**src/rtl/mram_access_arbiter.sv**
```systemverilog
// Round-robin two-port arbiter that sequences one timed read or write cycle
// on the external 16-bit MRAM pins per granted request.
module mram_access_arbiter #(
  parameter int ADDR_W      = 20,
  parameter int DATA_W      = 16,
  parameter int WR_CYCLES   = 4,
  parameter int RD_CYCLES   = 4,
  parameter int TURN_CYCLES = 1
) (
  input  logic              clk,
  input  logic              rst,
  input  logic              req0,
  input  logic              req1,
  input  logic              we0,
  input  logic              we1,
  input  logic [ADDR_W-1:0] addr0,
  input  logic [ADDR_W-1:0] addr1,
  input  logic [DATA_W-1:0] wdata0,
  input  logic [DATA_W-1:0] wdata1,
  input  logic [1:0]        be0,
  input  logic [1:0]        be1,
  output logic              gnt0,
  output logic              gnt1,
  output logic              done0,
  output logic              done1,
  output logic [DATA_W-1:0] rdata,
  output logic              busy,
  output logic [ADDR_W-1:0] addr_out,
  output logic [DATA_W-1:0] dq_out,
  output logic              dq_oe,
  input  logic [DATA_W-1:0] dq_in,
  output logic              chip_en,
  output logic              write_en,
  output logic              out_en,
  output logic              lower_byte_en,
  output logic              upper_byte_en
);

  localparam int MAX_RW = (WR_CYCLES > RD_CYCLES) ? WR_CYCLES : RD_CYCLES;
  localparam int MAXC   = (MAX_RW > TURN_CYCLES) ? MAX_RW : TURN_CYCLES;
  localparam int CNT_W  = $clog2(MAXC + 1);

  typedef enum logic [1:0] {IDLE, SETUP, ACCESS, TURN} state_t;

  state_t           state, state_nx;
  logic             last;
  logic             owner;
  logic             we_q;
  logic [1:0]       be_q;
  logic [CNT_W-1:0] cnt;
  logic             pick0, pick1;
  logic             sel_we;

  assign busy   = (state != IDLE);
  assign sel_we = pick1 ? we1 : we0;

  // Strobes are decoded straight from the state register so an async reset
  // releases every pin immediately.
  always_comb begin
    state_nx      = state;
    pick0         = 1'b0;
    pick1         = 1'b0;
    chip_en       = 1'b1;
    write_en      = 1'b1;
    out_en        = 1'b1;
    lower_byte_en = 1'b1;
    upper_byte_en = 1'b1;
    case (state)
      IDLE: begin
        pick0 = req0 && (!req1 || last);
        pick1 = req1 && !pick0;
        if (pick0 || pick1) state_nx = SETUP;
      end
      SETUP: begin
        chip_en       = 1'b0;
        lower_byte_en = ~be_q[0];
        upper_byte_en = ~be_q[1];
        state_nx      = ACCESS;
      end
      ACCESS: begin
        chip_en       = 1'b0;
        lower_byte_en = ~be_q[0];
        upper_byte_en = ~be_q[1];
        write_en      = ~we_q;
        out_en        = we_q;
        if (cnt == '0) state_nx = TURN;
      end
      TURN: begin
        if (cnt == '0) state_nx = IDLE;
      end
      default: state_nx = IDLE;
    endcase
  end

  always_ff @(posedge clk or posedge rst) begin
    if (rst) state <= IDLE;
    else     state <= state_nx;
  end

  always_ff @(posedge clk or posedge rst) begin
    if (rst) begin
      last     <= 1'b1;
      owner    <= 1'b0;
      we_q     <= 1'b0;
      be_q     <= 2'b00;
      cnt      <= '0;
      gnt0     <= 1'b0;
      gnt1     <= 1'b0;
      done0    <= 1'b0;
      done1    <= 1'b0;
      addr_out <= '0;
      dq_out   <= '0;
      dq_oe    <= 1'b0;
      rdata    <= '0;
    end else begin
      gnt0  <= 1'b0;
      gnt1  <= 1'b0;
      done0 <= 1'b0;
      done1 <= 1'b0;
      case (state)
        IDLE: begin
          if (pick0 || pick1) begin
            owner    <= pick1;
            gnt0     <= pick0;
            gnt1     <= pick1;
            // Pointer only moves when both ports actually contended.
            if (req0 && req1) last <= pick1;
            we_q     <= sel_we;
            be_q     <= pick1 ? be1 : be0;
            addr_out <= pick1 ? addr1 : addr0;
            if (sel_we) begin
              dq_out <= pick1 ? wdata1 : wdata0;
              dq_oe  <= 1'b1;
            end
            cnt <= sel_we ? CNT_W'(WR_CYCLES - 1) : CNT_W'(RD_CYCLES - 1);
          end
        end
        ACCESS: begin
          if (cnt == '0) begin
            cnt   <= CNT_W'(TURN_CYCLES - 1);
            done0 <= ~owner;
            done1 <= owner;
            if (!we_q) rdata <= dq_in;
          end else begin
            cnt <= cnt - 1'b1;
          end
        end
        TURN: begin
          if (cnt == '0) dq_oe <= 1'b0;
          else           cnt   <= cnt - 1'b1;
        end
        default: ;
      endcase
    end
  end

endmodule

```
**config.mk**
```make
export PLATFORM = sky130hd
export DESIGN_NAME = mram_access_arbiter
export DESIGN_NICKNAME = d
export VERILOG_FILES = /design/src/rtl/mram_access_arbiter.sv
export SDC_FILE = /design/constraint.sdc
export NUM_CORES = 1
export LEC_CHECK = 0
export CAP_MARGIN = 20
export CORE_ASPECT_RATIO = 0.75
export CORE_MARGIN = 1
export CORE_UTILIZATION = 43
export CTS_BUF_LIST = sky130_fd_sc_hd__clkbuf_16
export CTS_CLUSTER_SIZE = 20
export DETAILED_ROUTE_END_ITERATION = 7
export GPL_TIMING_DRIVEN = 0
export PLACE_DENSITY = 0.86
export SYNTH_ARGS = -nofsm -noshare
export SYNTH_HDL_FRONTEND = slang
export SYNTH_SLANG_ARGS = --single-unit
```
**constraint.sdc**
```tcl
create_clock -name clk -period 3.3 [get_ports clk]
set_clock_uncertainty 0.15 [all_clocks]
set_input_delay 0.66 -clock clk [delete_from_list [all_inputs] [get_ports clk]]
set_output_delay 0.66 -clock clk [all_outputs]
set_load 0.005 [all_outputs]
```
* Word-level counts from Yosys, hierarchy flattened
Index checks and enable logic that the tools add are counted.
** Storage, ports and cells
- Memories kept :: 0
- Bits in latches :: 0
- Bits in writable memories :: 0
- Register bits after elaboration :: 67
- ROM bits :: 0
- Logic and storage cells :: 80
** Cells by class
- $mul :: 0
- Reductions and logical operators :: 21
- Shifts and indexed selects :: 0
- $add $sub $neg :: 1
- Bitwise gates (word level) :: 4
- Muxes and demuxes :: 31
- Div/mod/pow operators :: 0
- Magnitude comparators :: 0
- Equal/unequal tests :: 9
** Operators with widths (count)
- two-way mux 20 bit :: 1
- two-way mux 1 bit :: 19
- two-way mux 16 bit :: 1
- AND reduction 3 bit :: 5
- != test 2 bit, second input constant :: 6
- two-way mux 3 bit :: 3
- one-hot mux 3 bit (3 select lines) :: 1
- two-way mux 2 bit :: 4
- one-hot mux 2 bit (4 select lines) :: 1
- == test 2 bit, second input constant :: 2
- NOT 1 bit :: 4
- AND reduction 4 bit :: 1
- nonzero test 2 bit :: 2
- logical AND 1 bit :: 3
- logical NOT 3 bit :: 1
- logical OR 1 bit :: 3
- nonzero test 3 bit :: 1
- subtractor 3 x 1 -> 3 bit, second input constant :: 1
- == test 2 x 1 -> 1 bit, second input constant :: 1
- logical NOT 1 bit :: 2
- logical NOT 2 bit :: 1
- one-hot mux 1 bit (2 select lines) :: 1
- AND reduction 2 bit :: 1
- OR reduction 2 bit :: 1

* Depth between registers and ports, before layout
Gate-level depths: netlist of run 1.
- Word-level depth :: 10
- Depth in mapped cells :: 7

* Worst setup path before layout of run 1
No wires, ideal clock.
- Kind :: flip-flop to output port
- From :: register state[0]
- To :: output port busy
- Data required time :: 2490 ps
- Setup slack :: 1082 ps
- Arrival time :: 1408 ps
- Cell stages (with the launch flop) :: 7
- Path through :: dfrtp_1 inv_1 ha_1 clkbuf_1 clkbuf_1 clkbuf_1 inv_1
** On the way
- Longest elaborated chain between the ends :: 1
** Ends and longest elaborated chain
- start, declared :: line 45 : state_t state, state_nx;
- start signal, assigned :: line 97 : else state <= state_nx;
- nonzero test 2 bit :: line 54 : assign busy = (state != IDLE);
- end, declared :: line 27 : output logic busy,
No other way between the ends.

* Final worst setup path of run 1
Ends and elaborated chain as after synthesis.

==> results.md, run 1 <==
- Total GRT Usage: between 20% and 30%
- Cells after synthesis: 272
- RR Startpoint: state[0]
- CP endpoint: busy
- Final wirelength: approximately 8.3 mm
- DRT met1 WL: 3.36 mm
- TritonCTS clock tree: yes
- Synth-to-Final Area Change: 64.9%
- Register area share after synthesis: about 54%
- Met3 wire length: between 700 and 800 um
- Clock network power share: 19.1%
- Ys Warns: 0
- Post-layout min period: a little under 3000 ps
- Die height: between 70 and 80 um
- Total global routing overflow: 0
- Area leader, netlist: dfrtp_1
- Slew @ Worst Pin: 687 ps
- DR top layer: met4
- TritonRoute pass-1 iters: 4
- Placement Cell Area: ~0.0048 mm^2
- Min-delay worst type: flip-flop to flip-flop
- Required time of the worst setup path: ~2500 ps
- Inserted Clock Buffers: 9
- Slew margin rel.: between 50 and 60%
- RePlAce Congestion: between 0.7 and 0.8
- Number of port buffers: 160
- Critical path capture point type: primary output
- Layout cells sized above 1: between 10 and 15%
- Yosys cell types: 30
- Largest net degree at the start of global routing: 37
- Total power: 4290 uW
- Drt via density: between 4 and 5
- Met2 wire length: approximately 4.1 mm
- Switch Pwr: approximately 1400 uW
- Io pins: about 160
- Maximum vdd ir drop: about 0.43 mV
- Worst reg2reg endpoint: addr_out[10]
- Clk_lat worst skew: 320 ps
- Synth Cell Area: between 0.003 and 0.004 mm^2
- CTS sink cnt: 67
- Crit path max-delay family: buffers and inverters
- First-pass GRT wire length: approximately 13 mm
- Max Root-Sink Buffers: 2
- Synthesized Nets: around 380
- Number of hold violations in the final report: 0
- Syn_area_per_cell: between 10 and 15 um^2
- Crit. path cell count: 6
- Max-cap violations: 0
- Post-route DRC violation count: 0
- Hold_ws: 295 ps
- Crit Path Class: flip-flop to primary output
- Sw Share: 32.8%
- P_int: just under 3000 uW
- Slowest-stage cell, CP: clkdlybuf4s50_1
- Number of core rows: 26
- Fillers: 504
- Status: finished clean
- CP Launch Type: flip-flop
- Vias in the first global route: about 2.6k
- Die area: ~0.0075 mm^2
- DRT iter0 DRCs: 80
- Initial core utilization: around 45%
- N_diodes: 0
- Post-layout instance area: 0.00509 mm^2
- Initial antenna violation count: 0
- Root buf cell: clkbuf_16
- Crit-path max cell delay: around 460 ps
- Synth top area share: around 54%
- Final Cycle Share: roughly 90%
- WL per Instance: 15.2 um
- Nets: 547
- Synth area leaders: dfrtp_1 54%, mux2i_1 13%, mux2_2 5.8%
- Core ar.: about 0.0069 mm^2
- Width of the chip: roughly 100 um
- Arrival time at the worst endpoint: between 2000 and 2500 ps
- Post-DP HPWL: roughly 6.4 mm
- # setup viols final: 0
- Max Slew Vio Count: 0
- R2r setup slk: around 1200 ps
- RSZ-0062 raised after global routing: false
- H-tree depth: 3
- Share of total power in combinational logic: 47.1%
- Worst setup path startpoint: state[0]
- CTS clk-pin slew, worst paths: roughly 50 ps
- Worst Path Buf+Inv: 5
- Leakage power total: between 0.002 and 0.0025 uW
- Crit path max fanout: 19
- Fmax: 342 MHz
- Sequential share of power: between 30% and 40%
- Antenna viol nets, final: 0
- Critical-path cell list: inv_1 > ha_1 > clkbuf_1 > clkbuf_2 > inv_1 > clkdlybuf4s50_1
- Vias: roughly 2.7k
- Power Dens Cells: approximately 840 mW/mm^2
- Worst r2r path cells: 6
- Yosys reg bits: 67
- Critical path's most frequent cell: inv_1
worst min path at each step:
stage	start	endpoint	slack, ps	depth (start not counted)
final	owner	done0	300	1
after global routing	owner	done0	310	1
after global placement	owner	done0	280	1
after detailed placement	owner	done0	290	1
after CTS	owner	done0	300	1
after floorplan	owner	done0	260	1
flip-flops by register name (all words and copies together) (netlist names), 2 cells and up:
name      cells
cnt           3
dq_out       16
rdata        16
state         2
be_q          2
addr_out     20
area by class of cell:
class	count	area [um^2]	share of cell area, %
flip-flops and latches	67	1680	33.0
clock inverters	7	36.3	0.713
well taps	98	123	2.41
plain buffers	17	105	2.07
inverters	8	30.0	0.590
multi-input cells	179	1270	25.0
clock buffers	9	225	4.43
repair buffers	161	1620	31.9
power by group through the flow:
| stage | combinational (uW) | sequential, uW | clock [uW] |
|---|---|---|---|
| floorplan | 907 | 1450 | 0 |
| global placement | 1970 | 1420 | 0 |
| detailed placement | 2040 | 1460 | 0 |
| CTS | 2050 | 1450 | 840 |
| global route | 2230 | 1490 | 884 |
| finish | 2020 | 1450 | 820 |
kinds of logic (layout without fill, tap and decap cells):
logic type | after synthesis | in the layout | share of synthesized area [%]
AO/OA/AOI/OAI | 67 | 67 | 12.7
XOR/XNOR | 1 | 1 | 0.284
adder cells (fa/ha/maj) | 6 | 6 | 2.43
buffers and inverters | 26 | 202 | 4.46
flip-flops | 67 | 67 | 54.4
multiplexers | 56 | 56 | 18.8
AND/OR/NAND/NOR | 49 | 49 | 6.89
per-layer routing:
metal / GRT usage (%) / vias to the layer above
met5: 0 / -
met4: 8.01 / 0
met3: 8.44 / 6
met2: 39.4 / 116
met1: 26.8 / 1291
li1: - / 1309
repair_timing:
item	4_1_cts	5_1_grt
gates resized for setup	1	0
hold buffers	0	0
setup buffers	0	0
setup endpoints to repair	1	1
cell usage in the layout (no fill, tap or decap), types with 7 or more instances in the layout:
master             n
clkdlybuf4s50_1  160
dfrtp_1           66
mux2i_1           40
nand2_1           32
o21ai_0           23
a31oi_1           17
a21oi_1           16
mux2_2            16
clkbuf_16          9
inv_1              8
nor2_1             7
through the flow:
step	cells	utilization, %	worst slack, ps	TNS (ps)
floorplan	272	-	808	0
global placement	530	70.1	-285	-18600
detailed placement	531	70.4	313	0
CTS	547	74.2	127	0
global route	546	74.1	187	0
finish	546	74.1	380	0
cells in the mapped netlist:
library cell / count
clkbuf_1: 8
nor2_4: 1
a211oi_1: 1
nor2_1: 7
nor3_1: 1
buf_6: 2
o22ai_1: 2
a21oi_1: 16
and3_1: 2
ha_1: 6
mux2_2: 16
a2bb2oi_1: 1
nand2_1: 32
dfrtp_1: 66
buf_2: 2
nor3b_1: 1
xnor2_1: 1
nand3_1: 1
o21ai_1: 1
dfstp_2: 1
buf_4: 6
a31oi_1: 17
mux2i_1: 40
nor2b_1: 1
o21ai_0: 23
inv_1: 8
a32o_1: 2
a22o_1: 3
nand2b_1: 3
a21boi_2: 1
Power figures use the tool's default switching activity.
==> inputs of run 2 (changes only) <==
--- a/config.mk
+++ b/config.mk
@@ -5,6 +5,7 @@
 export SDC_FILE = /design/constraint.sdc
 export NUM_CORES = 1
 export LEC_CHECK = 0
+export ABC_AREA = 1
 export CAP_MARGIN = 20
 export CORE_ASPECT_RATIO = 0.75
 export CORE_MARGIN = 1
@@ -12,8 +13,10 @@
 export CTS_BUF_LIST = sky130_fd_sc_hd__clkbuf_16
 export CTS_CLUSTER_SIZE = 20
 export DETAILED_ROUTE_END_ITERATION = 7
+export GPL_ROUTABILITY_DRIVEN = 0
 export GPL_TIMING_DRIVEN = 0
-export PLACE_DENSITY = 0.86
+export PLACE_DENSITY = 0.85
+export SLEW_MARGIN = 0
 export SYNTH_ARGS = -nofsm -noshare
 export SYNTH_HDL_FRONTEND = slang
 export SYNTH_SLANG_ARGS = --single-unit
==> run 2 against run 1 <==
  * Non-clock buffer count unchanged
  * Combinational power grew 14%
  * Power rose by 9.1%
  * Critical path type unchanged
==> results.md, run 2 <==
- Register area share after synthesis: 52.7% (-1.7 points)
- Placed insts: 662 (+25%)
- TritonRoute pass-1 iters: 5 (+1)
- Required time of the worst setup path: 2490 ps (about the same)
- Vias in the first global route: 3325 (+26%)
- Max Root-Sink Buffers: 2 (unchanged)
- Setup bufs post-CTS: 0 (unchanged)
- Power Dens Cells: 899 mW/mm^2 (+6.6%)
- Footprint of the multi-input gates: 0.00133 mm^2 (+4.7%)
- Commonest cells post-synth: 189 x nand2_1, 66 x dfrtp_1, 38 x nand3_1
- Cells after synthesis: 404 (+49%)
- RSZ-0062 raised after global routing: false
- WL per Instance: 14.4 um (-5.3%)
- Synth Cell Area: 0.00319 mm^2 (+3.2%)
- Io pins: 161 (unchanged)
- Largest net degree at the start of global routing: 68 (+84%)
- Post-route DRC violation count: 0 (unchanged)
- Crit path max fanout: 18 (-1)
- Post-DP HPWL: 7.33 mm (+14%)
- Nets: 678 (+24%)
- Final Cycle Share: 90.3% (+1.8 points)
- Max Slew Vio Count: 0 (unchanged)
- Inserted Clock Buffers: 9 (unchanged)
- Largest Register: addr_out
- Crit Path Class: flip-flop to primary output
- Fillers: 527 (+4.6%)
- Most frequent cells in the layout: 189 x nand2_1, 160 x clkdlybuf4s50_1, 66 x dfrtp_1
- Most common cell in the netlist: nand2_1
- Antenna viol nets, final: 0 (unchanged)
- Synth-to-Final Area Change: 63.4%
- Ys Warns: 0 (unchanged)
- Leakage power total: 0.00248 uW (+3.8%)
- Total GRT Usage: 26.9% (+4.1 points)
- Total power: 4680 uW (+9.1%)
- Total global routing overflow: 0 (unchanged)
- Maximum vdd ir drop: 0.436 mV (+1.9%)
- Die height: 76.5 um (+1.6%)
- CP Launch Type: flip-flop
- TritonCTS clock tree: yes
- N_diodes: 0 (unchanged)
- Yosys cell types: 22 (-27%)
- Syn_area_per_cell: 7.89 um^2 (-30%)
- Worst r2r path cells: 8 (+2)
- Area leader, netlist: dfrtp_1
- Synthesized Nets: 508 (+35%)
- DRT iter0 DRCs: 191 (+140%)
- Drt via density: 4.94 (-0.98%)
- Yosys reg bits: 67 (unchanged)
- Max-cap violations: 0 (unchanged)
- Clk_lat worst skew: 320 ps (about the same)
- R2r setup slk: 1040 ps (-160 ps)
- Hold-fix buffers at CTS: 0 (unchanged)
- Setup TNS Final: 0 ps (unchanged)
- Final wirelength: 9.76 mm (+17%)
- Initial antenna violation count: 0 (unchanged)
- Status: finished clean
- Number of core rows: 26 (unchanged)
- Synth top area share: 51.8% (-1.7 points)
- Critical path capture point type: primary output
- Arrival time at the worst endpoint: 2170 ps (+60 ps)
- EDFF count, synth: 0 (unchanged)
- FF+latch area: 0.00168 mm^2 (unchanged)
- Slew margin rel.: 45.4% (-8.7 points)
- Commonest non-fill, non-tap cell in the layout: nand2_1
- Core ar.: 0.00699 mm^2 (+1.9%)
- Biggest regs: addr_out (20), dq_out (16), rdata (16)
- First-pass GRT wire length: 15.8 mm (+24%)
- Post-layout min period: 2980 ps (+59.3 ps)
- Width of the chip: 101 um (+1.6%)
- H-tree depth: 3 (unchanged)
- Die area: 0.00776 mm^2 (+3.2%)
- Slew @ Worst Pin: 818 ps (+131 ps)
- Fmax: 336 MHz (-2.0%)
- Initial core utilization: 45.5% (+0.59 points)
- CTS clk-pin slew, worst paths: 60 ps (about the same)
- Vias: 3342 (+23%)
- Number of port buffers: 160 (unchanged)
- Ys flop type: dfrtp_1
- Number of gates resized after cts: 0 (-1)
- Min-delay worst type: flip-flop to flip-flop
- Synth area leaders: dfrtp_1 52%, nand2_1 22%, nand3_1 6.0%
- Number of hold violations in the final report: 0 (unchanged)
- # setup viols final: 0 (unchanged)
- Final std cells w/o fill: 677 (+24%)
- Worst hold stages: 1 (unchanged)
- Ys async rst share: 100% (unchanged)
- CTS sink cnt: 67 (unchanged)
- Number of flip-flops in the largest register: 20 (unchanged)
- Layout cells sized above 1: 6.56% (-3.7 points)
- Root buf cell: clkbuf_16
## run 2: changes by cell type in the layout (fill, tap and decap cells not counted), sizes merged, moves of 11 or more
cell,change
o21ai,-18
mux2,-16
nand2,+163
a21oi,-15
nand3,+37
mux2i,-40
inv,+11
nor2,+19
## run 2: logic make-up after synthesis
family	after synthesis	synth area share, %
AND/OR/NAND/NOR	262	33.5
buffers and inverters	38	5.58
adder cells (fa/ha/maj)	6	2.36
flip-flops	67	52.7
XOR/XNOR	1	0.275
AO/OA/AOI/OAI	30	5.66
## run 2: layout make-up
class / count / share of cell area, %
timing repair buffer: 160 / 30.8
sequential: 67 / 32.2
buffer: 18 / 1.97
tap: 98 / 2.36
multi-input combinational: 299 / 25.6
clock buffer: 9 / 4.33
clock inverter: 7 / 1.35
inverter: 19 / 1.42
## run 2: power by group
group / internal [uW] / total, uW / switching [uW]
Sequential: 1220 / 1460 / 236
Clock: 582 / 923 / 341
Combinational: 1160 / 2300 / 1140
Total: 2970 / 4680 / 1710
## run 2: worst paths after layout
path,from,endpoint
min,owner,done0
min in group asynchronous,rst,rdata[13]
max reg2reg,state[0],addr_out[15]
min reg2reg,owner,done0
max,state[0],out_en
max in group asynchronous,rst,addr_out[19]
## run 2: per-layer routing
metal	track usage [%]	up-vias	share of wire [%]
met5	0	-	0
met4	6.81	0	1.5
met3	9.91	16	8.7
met2	44.4	165	47
met1	33.1	1535	42
li1	-	1626	-
## run 2: worst max-delay path, cell delays in order (launching register included)
cell	delay, ps
dfrtp_1	420
inv_1	110
ha_1	300
inv_1	150
nor2_4	340
inv_1	70
clkdlybuf4s50_1	450
## run 2: per-stage QoR
stage	hold slack (ps)	worst slack, ps	util (%)	area (um^2)
2_1_floorplan	262	808	-	3190
3_3_place_gp	295	-362	70.2	4910
3_5_place_dp	283	459	70.2	4910
4_1_cts	296	82.6	74.5	5210
5_1_grt	328	142	74.4	5200
6_report	309	321	74.4	5200
